===== src/rtl/memory_arbiter_pkg.sv =====
// memory_arbiter_pkg: shared types and constants for the memory arbiter and its bench.
package memory_arbiter_pkg;
    localparam int NREQ = 2;
    typedef logic [31:0] memword;
    typedef enum logic [1:0] {IDLE, ISSUE, RESP} arb_state_t;
endpackage


===== src/rtl/rr_picker.sv =====
// rr_picker: round-robin grant selection with lock bursts bounded by MAX_BURST.
module rr_picker
    import memory_arbiter_pkg::*;
#(
    parameter int MAX_BURST = 8
) (
    input  logic            clk_i,
    input  logic            rst_i,
    input  logic            take_i,
    input  logic [NREQ-1:0] req_i,
    input  logic [NREQ-1:0] lock_i,
    input  logic            owner_i,
    output logic            grant_o
);
    localparam int CW = $clog2(MAX_BURST + 1);
    logic [CW-1:0] burst_q, burst_d;
    logic other, rebid;
    assign other = ~owner_i;
    // a locked owner keeps the bus until its burst is spent while the other side waits
    assign rebid = req_i[owner_i] && lock_i[owner_i] && (burst_q < CW'(MAX_BURST) || !req_i[other]);
    assign grant_o = rebid ? owner_i : (req_i[other] ? other : owner_i);
    assign burst_d = !take_i ? burst_q :
                     !rebid ? '0 :
                     burst_q == CW'(MAX_BURST) ? burst_q : burst_q + CW'(1);
    always_ff @(posedge clk_i or posedge rst_i) begin
        if (rst_i) burst_q <= '0;
        else burst_q <= burst_d;
    end
endmodule


===== src/rtl/memory_arbiter.sv =====
// memory_arbiter: two-requester arbiter (CPU, NI DMA) in front of a synchronous single-port memory.
module memory_arbiter
    import memory_arbiter_pkg::*;
#(
    parameter int MAX_BURST = 8
) (
    input  logic                  clock_in,
    input  logic                  reset_in,
    input  logic [NREQ-1:0]       req_in,
    input  memword [NREQ-1:0]     addr_in,
    input  memword [NREQ-1:0]     data_in,
    input  logic [NREQ-1:0][3:0]  wb_in,
    input  logic [NREQ-1:0]       lock_in,
    output logic [NREQ-1:0]       ack_out,
    output memword                rdata_out,
    output memword                mem_addr_out,
    output memword                mem_data_out,
    output logic [3:0]            mem_wb_out,
    input  memword                mem_data_in,
    output logic                  owner_out,
    output logic                  busy_out
);
    arb_state_t state_q;
    memword addr_q, data_q;
    logic [3:0] wb_q;
    logic [NREQ-1:0] ack_q;
    logic owner_q, grant, take;
    assign take = (state_q == IDLE) && (|req_in);
    rr_picker #(.MAX_BURST(MAX_BURST)) u_pick (
        .clk_i   (clock_in),
        .rst_i   (reset_in),
        .take_i  (take),
        .req_i   (req_in),
        .lock_i  (lock_in),
        .owner_i (owner_q),
        .grant_o (grant)
    );
    // owner resets to 1 so requester 0 wins the first tie
    always_ff @(posedge clock_in or posedge reset_in) begin
        if (reset_in) begin
            state_q <= IDLE;
            ack_q   <= '0;
            wb_q    <= '0;
            addr_q  <= '0;
            data_q  <= '0;
            owner_q <= 1'b1;
        end else begin
            case (state_q)
                IDLE: if (take) begin
                    state_q <= ISSUE;
                    owner_q <= grant;
                    addr_q  <= addr_in[grant];
                    data_q  <= data_in[grant];
                    wb_q    <= wb_in[grant];
                end
                ISSUE: begin
                    state_q        <= RESP;
                    wb_q           <= '0;
                    ack_q[owner_q] <= 1'b1;
                end
                RESP: begin
                    state_q <= IDLE;
                    ack_q   <= '0;
                end
                default: state_q <= IDLE;
            endcase
        end
    end
    assign ack_out      = ack_q;
    assign rdata_out    = (state_q == RESP) ? mem_data_in : '0;
    assign mem_addr_out = addr_q;
    assign mem_data_out = data_q;
    assign mem_wb_out   = wb_q;
    assign owner_out    = owner_q;
    assign busy_out     = state_q != IDLE;
endmodule


===== config.mk =====
export PLATFORM = sky130hd
export DESIGN_NAME = memory_arbiter
export DESIGN_NICKNAME = d
export VERILOG_FILES = /design/src/rtl/memory_arbiter_pkg.sv /design/src/rtl/rr_picker.sv /design/src/rtl/memory_arbiter.sv
export SDC_FILE = /design/constraint.sdc
export NUM_CORES = 1
export LEC_CHECK = 0
export BUFFER_PORTS_ARGS = -buffer_cell sky130_fd_sc_hd__buf_2
export CELL_PAD_IN_SITES_DETAIL_PLACEMENT = 1
export CELL_PAD_IN_SITES_GLOBAL_PLACEMENT = 1
export CORE_MARGIN = 1
export CORE_UTILIZATION = 29
export CTS_CLUSTER_SIZE = 24
export DETAILED_ROUTE_END_ITERATION = 12
export HOLD_SLACK_MARGIN = 0.12
export PLACE_DENSITY = 0.82
export SETUP_SLACK_MARGIN = 0.5
export SKIP_LAST_GASP = 1
export SYNTH_ARGS = -nofsm -noshare
export SYNTH_HDL_FRONTEND = slang
export SYNTH_HIERARCHICAL = 1
export SYNTH_SLANG_ARGS = --single-unit

===== constraint.sdc =====
create_clock -name clock_in -period 2.55 [get_ports clock_in]
set_input_delay 0.1275 -clock clock_in [delete_from_list [all_inputs] [get_ports clock_in]]
set_output_delay 0.1275 -clock clock_in [all_outputs]
set_load 0.01 [all_outputs]

Yosys cells after proc, flatten, opt, wreduce, memory -nomap -nowiden
Index checks and enable logic that the tools add are counted.
{ "word_totals": {"register_bits": 77, "word_cells": 58, "output_inout_bits": 104, "inputBits": 174} }
{ "op_classes": {"n_lt_le_gt_ge": 5, "bitwise": 2, "reduce_logical": 14, "addsub": 1, "eq_ne": 5, "mux": 24} }
{ "ops": {"columns": ["op", "n"], "rows": [
  ["$mux 32", 5],
  ["$mux 4", 5],
  ["$mux 1", 9],
  ["$pmux 2 s2", 2],
  ["$pmux 4 s2", 1],
  ["$lt 1x2->1 const B", 3],
  ["$reduce_and 2->1", 3],
  ["$reduce_bool 2->1", 3],
  ["$add 4x1->4 const B", 1],
  ["$eq 4x4->1 const B", 1],
  ["$logic_and 1x1->1", 4],
  ["$lt 4x4->1 const B", 1],
  ["$eq 2x1->1 const B", 1],
  ["$eq 2x2->1 const B", 1],
  ["$logic_not 2->1", 1],
  ["$mux 2", 1],
  ["$ne 2x1->1 const B", 1],
  ["$ne 2x2->1 const B", 1],
  ["$or 2x2->2", 1],
  ["$reduce_or 2->1", 1],
  ["$demux 1 s1", 1],
  ["$ge 1x1->1 const B", 1],
  ["$logic_not 1->1", 1],
  ["$logic_or 1x1->1", 1],
  ["$not 1->1", 1]
]} }

Logic depth before layout (Yosys ltp)
Gate-level depths: netlist of the first run.
{ "logic_depth": {"word_depth": 11, "mapped_depth": 8, "ltp_nobuf": 7} }

Cells and area by module
Netlist of the first run, hierarchy kept.
{ "modules_own_cells": {"columns": ["module", "instances", "cells_each", "area_per_inst_um2"], "rows": [
  ["memory_arbiter", 1, 358, 3637.2],
  ["rr_picker", 1, 35, 314.1]
]} }

Worst setup path before layout of the first run
Ideal clock, no wire load.
{ "synth_path": {"path_type": "register to register", "from": "register owner_q, in the netlist owner_out", "to": "register data_q[6], in the netlist mem_data_out[6]", "path_buffers": 3, "slack_ps": 822, "synth_period_minus_slack_ps": 1728, "required_time_ps": 2418, "stages_incl_launch_ff": 9, "arrival_time_ps": 1596, "setup_time_ps": 132, "cell_sequence": "dfstp_2 -> nand2_1 -> o22ai_1 -> o2bb2ai_1 -> buf_4 -> buf_6 -> buf_6 -> mux2i_1 -> o21ai_1"} }
{ "synth_via": {"elab_chain_cells": 8, "elab_cells_between_ends": 15} }
{ "synth_lines": {"columns": ["item", "line", "source"], "rows": [
  ["from (decl)", "memory_arbiter.sv:27", "logic owner_q, grant, take;"],
  ["from (signal assigned)", "memory_arbiter.sv:51", "owner_q <= grant;"],
  ["$mux 1 (implied by the code) (2 in series)", "rr_picker.sv:20, rr_picker.sv:21", null],
  ["$logic_not 1->1", "rr_picker.sv:20", "assign rebid = req_i[owner_i] && lock_i[owner_i] && (burst_q < CW'(MAX_BURST) || !req_i[other]);"],
  ["$logic_or 1x1->1", "rr_picker.sv:20", null],
  ["$logic_and 1x1->1", "rr_picker.sv:20", null],
  ["$mux 1 (*)", "rr_picker.sv:21", "assign grant_o = rebid ? owner_i : (req_i[other] ? other : owner_i);"],
  ["net grant", "memory_arbiter.sv:27", null],
  ["$mux 32 (implied by the code) (*) (2 in series)", "memory_arbiter.sv:53", "data_q <= data_in[grant];"],
  ["to (signal assigned)", "memory_arbiter.sv:53", null],
  ["to (decl)", "memory_arbiter.sv:24", "memword addr_q, data_q;"]
]} }
Mark *: on every way through the listed nets, which the timed path passes. The rest lies on a longest branch. The select of a mux whose other input is x is not followed.
A chain may end at the register's enable or synchronous reset.

Worst setup path in the final report of the first run
{ "layout_path": {"from": "register owner_q, in the netlist owner_out", "to": "register addr_q[28], in the netlist mem_addr_out[28]"} }
{ "layout_via": {"elab_chain_cells": 8, "elab_cells_between_ends": 15} }
{ "layout_lines": {"columns": ["item", "line", "source"], "rows": [
  ["$mux 1 (implied by the code) (2 in series)", "rr_picker.sv:20, rr_picker.sv:21", null],
  ["$logic_not 1->1", "rr_picker.sv:20", null],
  ["$logic_or 1x1->1", "rr_picker.sv:20", null],
  ["$logic_and 1x1->1", "rr_picker.sv:20", null],
  ["$mux 1 (*)", "rr_picker.sv:21", null],
  ["net grant", "memory_arbiter.sv:27", null],
  ["$mux 32 (implied by the code) (*) (2 in series)", "memory_arbiter.sv:52", "addr_q <= addr_in[grant];"],
  ["to (signal assigned)", "memory_arbiter.sv:52", null],
  ["to (decl)", "memory_arbiter.sv:24", null]
]} }
Marked as above.

==> impl_metrics.tcl, run 1 <==
set metrics [dict create \
    worst_skew_pair.late_latency_ns 0.34 \
    arrival_ns 2.16 \
    netlist.area_leader.share_pct 48.13 \
    vias 4542 \
    switching_share_pct 41.20 \
    fin_hold_ws_ns 0.1194 \
    grt_pass1_wl_um 27370 \
    fillers 1589 \
    holdCritPathClass "in2reg" \
    clkTransAtPathRegs_ns 0.06 \
    synth.avg_cell_area_um2 10.05 \
    postCtsSetupBuffers 0 \
    cts_root_buf "clkbuf_16" \
    grt_usage_pct 25.17 \
    drt-initial-drc-count 220 \
    ys_top_cells_by_area "dfrtp_1 (48%), mux2i_1 (17%), nand2_1 (6.6%), o21ai_0 (6.5%), and2_1 (5.2%)" \
    p_leak_nw 3.690 \
    fin_skew_ns 0.008612 \
    cts_tree "yes" \
    gp_congestion 0.8145 \
    cts.sinks 77 \
    cap_violations 0 \
    final_cells 961 \
    yosys_register_bits 77 \
    via_per_inst 4.726 \
    synth-seq-area-share_pct 48.80 \
    overflow 0 \
    hold_viol 0 \
    grt_max_degree 129 \
    rsz0062_at_grt "false" \
    max_freq_ghz 0.5044 \
    die_w_um 118.7 \
    setup_viol 0 \
    final_area_um2 6969 \
    clockPowerShare_pct 19.2 \
    slew-limit-headroom_pct 65.99 \
    cp.required_ns 2.73 \
    synth-async-reset-ratio_pct 100.0 \
    synth_fp_nets 573 \
    pin_count 278 \
    yosys-top-cells-count "dfrtp_1 (76), nand2_1 (70), mux2i_1 (68)" \
    syn_to_final_growth_pct 76.38 \
    wl_per_cell_um 18.68 \
    drt_wl_total_um 17950 \
    dp_cells 826 \
    dp_hpwl_um 10100 \
    vdd_drop_max_mv 0.4698 \
    h-tree-depth 3 \
    dr.pass1.iters 4 \
    final_antenna_net_count 0 \
    p_comb_share_pct 48.3 \
    fin_crit_ns 1.983 \
    fin_total_pwr_mw 6.711 \
    nNetsFinal 957 \
    tightest_slew_ns 0.5102 \
    grt_pass1_vias 5155 \
    fin_tns_setup_ns 0 \
    dieArea_um2 14100 \
    crit_fanout 29 \
    synth_cell_types 35 \
    start_util_pct 29.84 \
    slew_viol_final 0 \
    synth_most_common_cell "dfrtp_1" \
    synth_edf_count 0 \
    power_density_nw_per_um2 963.0 \
    drc 0 \
    numCtsBuffers 9 \
    end_kind "flop" \
    syn_inst 393 \
    synth_largest_area_cell "dfrtp_1" \
    cp-start-kind "flop" \
    clockBufferDepth 2 \
    portBuffers 277 \
    status "finished clean" \
    seqPwrFrac_pct 32.4 \
    p_sw_mw 2.765 \
    place_area_um2 5494 \
    coreArea_um2 13240 \
    rows 42 \
    antenna_found_initial 3 \
    yosysWarnings 6 \
    power.internal_mw 3.946 \
    worstSetupPathType "reg2reg" \
    finalCritPeriodShare_pct 77.75 \
    synth_area_um2 3951 \
    synth_ff_type "dfrtp_1" \
    die_h_um 118.7 \
    layout-drive-gt1-share_pct 39.13 \
]
flip-flops by register name (all words and copies together), names as in the netlist:
| register | count |
|---|---|
| mem_wb_out | 4 |
| state_q | 2 |
| mem_addr_out | 32 |
| u_pick/burst_q | 4 |
| owner_out | 1 |
| mem_data_out | 32 |
| ack_out | 2 |
power by group through the flow:
stage	Sequential (mW)	Combinational, mW	Clock (mW)
global placement	2.11	2.82	0
detailed placement	2.15	2.98	0
global route	2.23	3.50	1.38
floorplan	2.38	1.57	0
finish	2.18	3.24	1.29
CTS	2.14	3.12	1.33
area by class of cell:
class | count | area (µm²) | share of cell area [%]
Timing Repair Buffer | 398 | 2623 | 37.63
Sequential cell | 77 | 1928 | 27.67
Multi-Input combinational cell | 281 | 1859 | 26.68
Clock buffer | 12 | 246.5 | 3.537
Tap cell | 176 | 220.2 | 3.160
Clock inverter | 4 | 47.55 | 0.6822
Inverter | 10 | 37.54 | 0.5386
Antenna cell | 3 | 7.507 | 0.1077
placed cells by master (no fill, tap or decap), types with 2 or more instances in the layout:
cell / count
nor2_1: 2
buf_12: 3
inv_1: 9
dfrtp_1: 76
nand2_1: 70
and2_1: 33
nand3b_1: 2
a22oi_1: 2
o2bb2ai_1: 2
diode_2: 3
ha_1: 4
clkinv_2: 2
buf_4: 2
a21oi_1: 5
clkbuf_16: 9
o21ai_0: 51
buf_2: 277
mux2i_1: 68
o21ai_1: 22
ha_2: 2
dlygate4sd3_1: 116
clkbuf_1: 2
worst max-delay path, cell delays in order (launching register included):
cell and delay, ns:
dfstp_2 0.60, nand2_1 0.07, o22ai_1 0.24, o2bb2ai_4 0.18
buf_12 0.26, mux2i_1 0.32, o21ai_0 0.15
cells by family (layout without fill, tap and decap cells):
family                     Yosys count  count (layout)  share of synthesized area [%]
other                                0               3                              0
and+or+nand+nor                    116             116                          14.15
xor gates and xnor gates             1               1                         0.2217
DFF                                 77              77                          48.80
buffers and inverters               35             424                          5.130
adders and majority gates            6               6                          1.900
AOI/OAI and AO/OA                   90              90                          12.57
muxes                               68              68                          17.23
layer usage:
metal,part of all wire [%],GRT usage [%]
met1,36,25.19
met2,55,48.72
met3,5.1,5.309
met4,3.6,12.10
met5,0,0
stage by stage:
step                worst slack (ns)  util [%]
floorplan                     0.5709         -
global placement              0.6756     41.49
detailed placement            0.5460     41.49
CTS                           0.5444     52.49
global route                  0.5032     52.63
finish                        0.5674     52.63
worst paths after layout:
path,from,to,slack (ns),cells past startpoint
min in group asynchronous,reset_in,u_pick/burst_q[3],0.25,3
hold reg to reg,mem_addr_out[2],mem_addr_out[2],0.47,2
setup reg to reg,owner_out,mem_addr_out[28],0.57,6
hold / removal,data_in[53],mem_data_out[21],0.12,3
max in group asynchronous,reset_in,mem_addr_out[8],1.50,4
setup / recovery,owner_out,mem_addr_out[28],0.57,6
repair_timing:
action / in CTS / in global routing
setup endpoints to repair: 32 / 4
endpoints found under the hold margin: 73 / 0
cloned: 0 / 0
hold buffers: 116 / 0
resized for setup: 1 / 2
(Power assumes the default switching activity.)
==> run 2, diff against run 1 <==
==> constraint.sdc (replaced) <==
create_clock -name clock_in -period 1.85 [get_ports clock_in]
set_input_delay 0.0925 -clock clock_in [delete_from_list [all_inputs] [get_ports clock_in]]
set_output_delay 0.0925 -clock clock_in [all_outputs]
set_load 0.01 [all_outputs]
==> impl_metrics.tcl, run 2 (synthesis gave the netlist of run 1 again) <==
set metrics [dict create \
    status "finished, violations left" \
    violations "negative setup slack" \
    worst_skew_pair.late_latency_ns 0.34 \
    mostFrequentLayoutCells "buf_2 (272), dlygate4sd3_1 (135), dfrtp_1 (76), nand2_1 (66), mux2i_1 (53)" \
    path_cells "nand2_4 > o22ai_4 > o2bb2ai_4 > buf_6 > buf_12 > buf_16 > mux2i_2 > o21ai_1" \
    vias 4869 \
    grt_max_degree 129 \
    cts_tree "yes" \
    cp-start-kind "flop" \
    switching_share_pct 40.53 \
    clockPowerShare_pct 15.8 \
    final_antenna_net_count 0 \
    clkTransAtPathRegs_ns 0.06 \
    die_h_um 118.7 \
    cts_root_buf "clkbuf_16" \
    place_area_um2 5540 \
    dieArea_um2 14100 \
    coreArea_um2 13240 \
    slew-limit-headroom_pct 63.20 \
    layout-drive-gt1-share_pct 44.43 \
    cp-endpoint "mem_data_out[13]" \
    rrSetupSlack_ns -0.02 \
    path_depth 8 \
    r2r_cells 8 \
    critical_path.slowest_cell "dfstp_2" \
    power.internal_mw 6.245 \
    dr.pass1.iters 4 \
    final_cells 1018 \
    cp_top_family "flip-flops" \
    fillers 1518 \
    worstSetupPathType "reg2reg" \
    grt_usage_pct 28.69 \
    start_util_pct 29.84 \
    fin_crit_ns 1.869 \
    nNetsFinal 1012 \
    hold_viol 0 \
    rsz0062_at_grt "true" \
    drt_wl_total_um 20990 \
    antenna_found_initial 6 \
    slew_viol_final 0 \
    setup_viol 3 \
    drc 0 \
    reg2reg_to "mem_data_out[13]" \
    crit_fanout 5 \
    p_leak_nw 4.034 \
    gp_congestion 0.8416 \
    portBuffers 277 \
    rows 42 \
    die_w_um 118.7 \
    end_kind "flop" \
    r2r_start "owner_out" \
    max_freq_ghz 0.5351 \
    vdd_drop_max_mv 0.7210 \
    cap_violations 0 \
    overflow 0 \
    setup_ws_ns -0.01866 \
    fin_skew_ns 0.01019 \
    p_sw_mw 4.256 \
    fin_hold_ws_ns 0.1256 \
    pin_count 278 \
    seqPwrFrac_pct 28.5 \
    power_density_nw_per_um2 1336 \
    finalCritPeriodShare_pct 101.0 \
    fin_total_pwr_mw 10.50 \
    numCtsBuffers 9 \
    clockBufferDepth 2 \
    cp_num_buf_inv 3 \
    grt_pass1_wl_um 30560 \
    dp_hpwl_um 10450 \
    cts.sinks 77 \
    drt-initial-drc-count 175 \
    wl_per_cell_um 20.62 \
    cp_slowest_stage_delay_ns 0.56 \
    grt_pass1_vias 5678 \
    dp_cells 830 \
    h-tree-depth 3 \
    holdCritPathClass "in2reg" \
    syn_to_final_growth_pct 98.89 \
    crit_start "owner_out" \
    via_per_inst 4.783 \
    final_area_um2 7859 \
    tightest_slew_ns 0.5520 \
    cp.required_ns 2.04 \
    layout_commonest_cell "buf_2" \
    arrival_ns 2.06 \
    p_comb_share_pct 55.7 \
]
==> run 2: changes by cell type in the layout (fill, tap and decap cells not counted), moves of 5 or more <==
cell,delta
buf_2,-5
mux2i_2,+14
mux2i_1,-15
buf_4,+13
o21ai_1,+13
dlygate4sd3_1,+19
buf_16,+7
buf_6,+14
o21ai_0,-15
==> run 2: tightest hold or removal path: cells and delay by family <==
family                 cells  cell delay, ns
AO/OA/AOI/OAI              1            0.15
buffers and inverters      1            0.10
multiplexers               1            0.06
==> run 2: layer usage <==
metal | routed length, µm | up-vias | GRT usage (%)
met4 | 1115 | 0 | 18.28
met5 | 0 | - | 0
met3 | 959 | 80 | 6.226
met2 | 11540 | 195 | 54.06
li1 | - | 2235 | -
met1 | 7375 | 2359 | 28.13
==> run 2: power groups by stage <==
| stage | clock (mW) | combinational, mW | sequential [mW] |
|---|---|---|---|
| final | 1.66 | 5.85 | 3.00 |
| after global routing | 1.76 | 6.26 | 3.08 |
| after CTS | 1.68 | 5.15 | 2.93 |
| after detailed placement | 0 | 4.27 | 2.95 |
| after global placement | 0 | 4.02 | 2.91 |
| after floorplan | 0 | 2.23 | 3.29 |
==> run 2: what timing repair did <==
action                     4_1_cts  5_1_grt
gates cloned                     7        5
hold endpoints to repair       144        0
resized for setup               23       40
setup buffers                   12        8
setup endpoints to repair      107      108
pin swaps                        3        5
hold buffers                   135        0
==> run 2: cell type report <==
class | count | area [µm²] | area share, %
Timing Repair Buffer | 453 | 3396 | 43.21
Multi-Input combinational cell | 281 | 1988 | 25.30
Sequential cell | 77 | 1928 | 24.53
Clock buffer | 13 | 260.3 | 3.312
Tap cell | 176 | 220.2 | 2.802
Inverter | 10 | 41.29 | 0.5254
Antenna cell | 7 | 17.52 | 0.2229
Clock inverter | 1 | 7.507 | 0.09553
==> run 2: through the flow <==
step	util, %	setup slack, ns	setup TNS (ns)
2_1_floorplan	-	0.1465	0
3_5_place_dp	41.84	0.006804	0
6_report	59.34	-0.01866	-0.03929
5_1_grt	59.33	-0.08000	-1.600
3_3_place_gp	41.84	0.1266	0
4_1_cts	56.87	0.08565	0
==> run 2: how the worst min path moves through the flow <==
stage | startpoint | endpoint | slack, ns | cells past startpoint
CTS | addr_in[22] | mem_addr_out[22] | 0.12 | 3
global route | wb_in[6] | mem_wb_out[2] | 0.13 | 3
floorplan | reset_in | u_pick/burst_q[0] | -0.14 | 1
global placement | reset_in | u_pick/burst_q[3] | 0.01 | 2
detailed placement | reset_in | u_pick/burst_q[3] | 0.03 | 2
finish | wb_in[6] | mem_wb_out[2] | 0.13 | 3
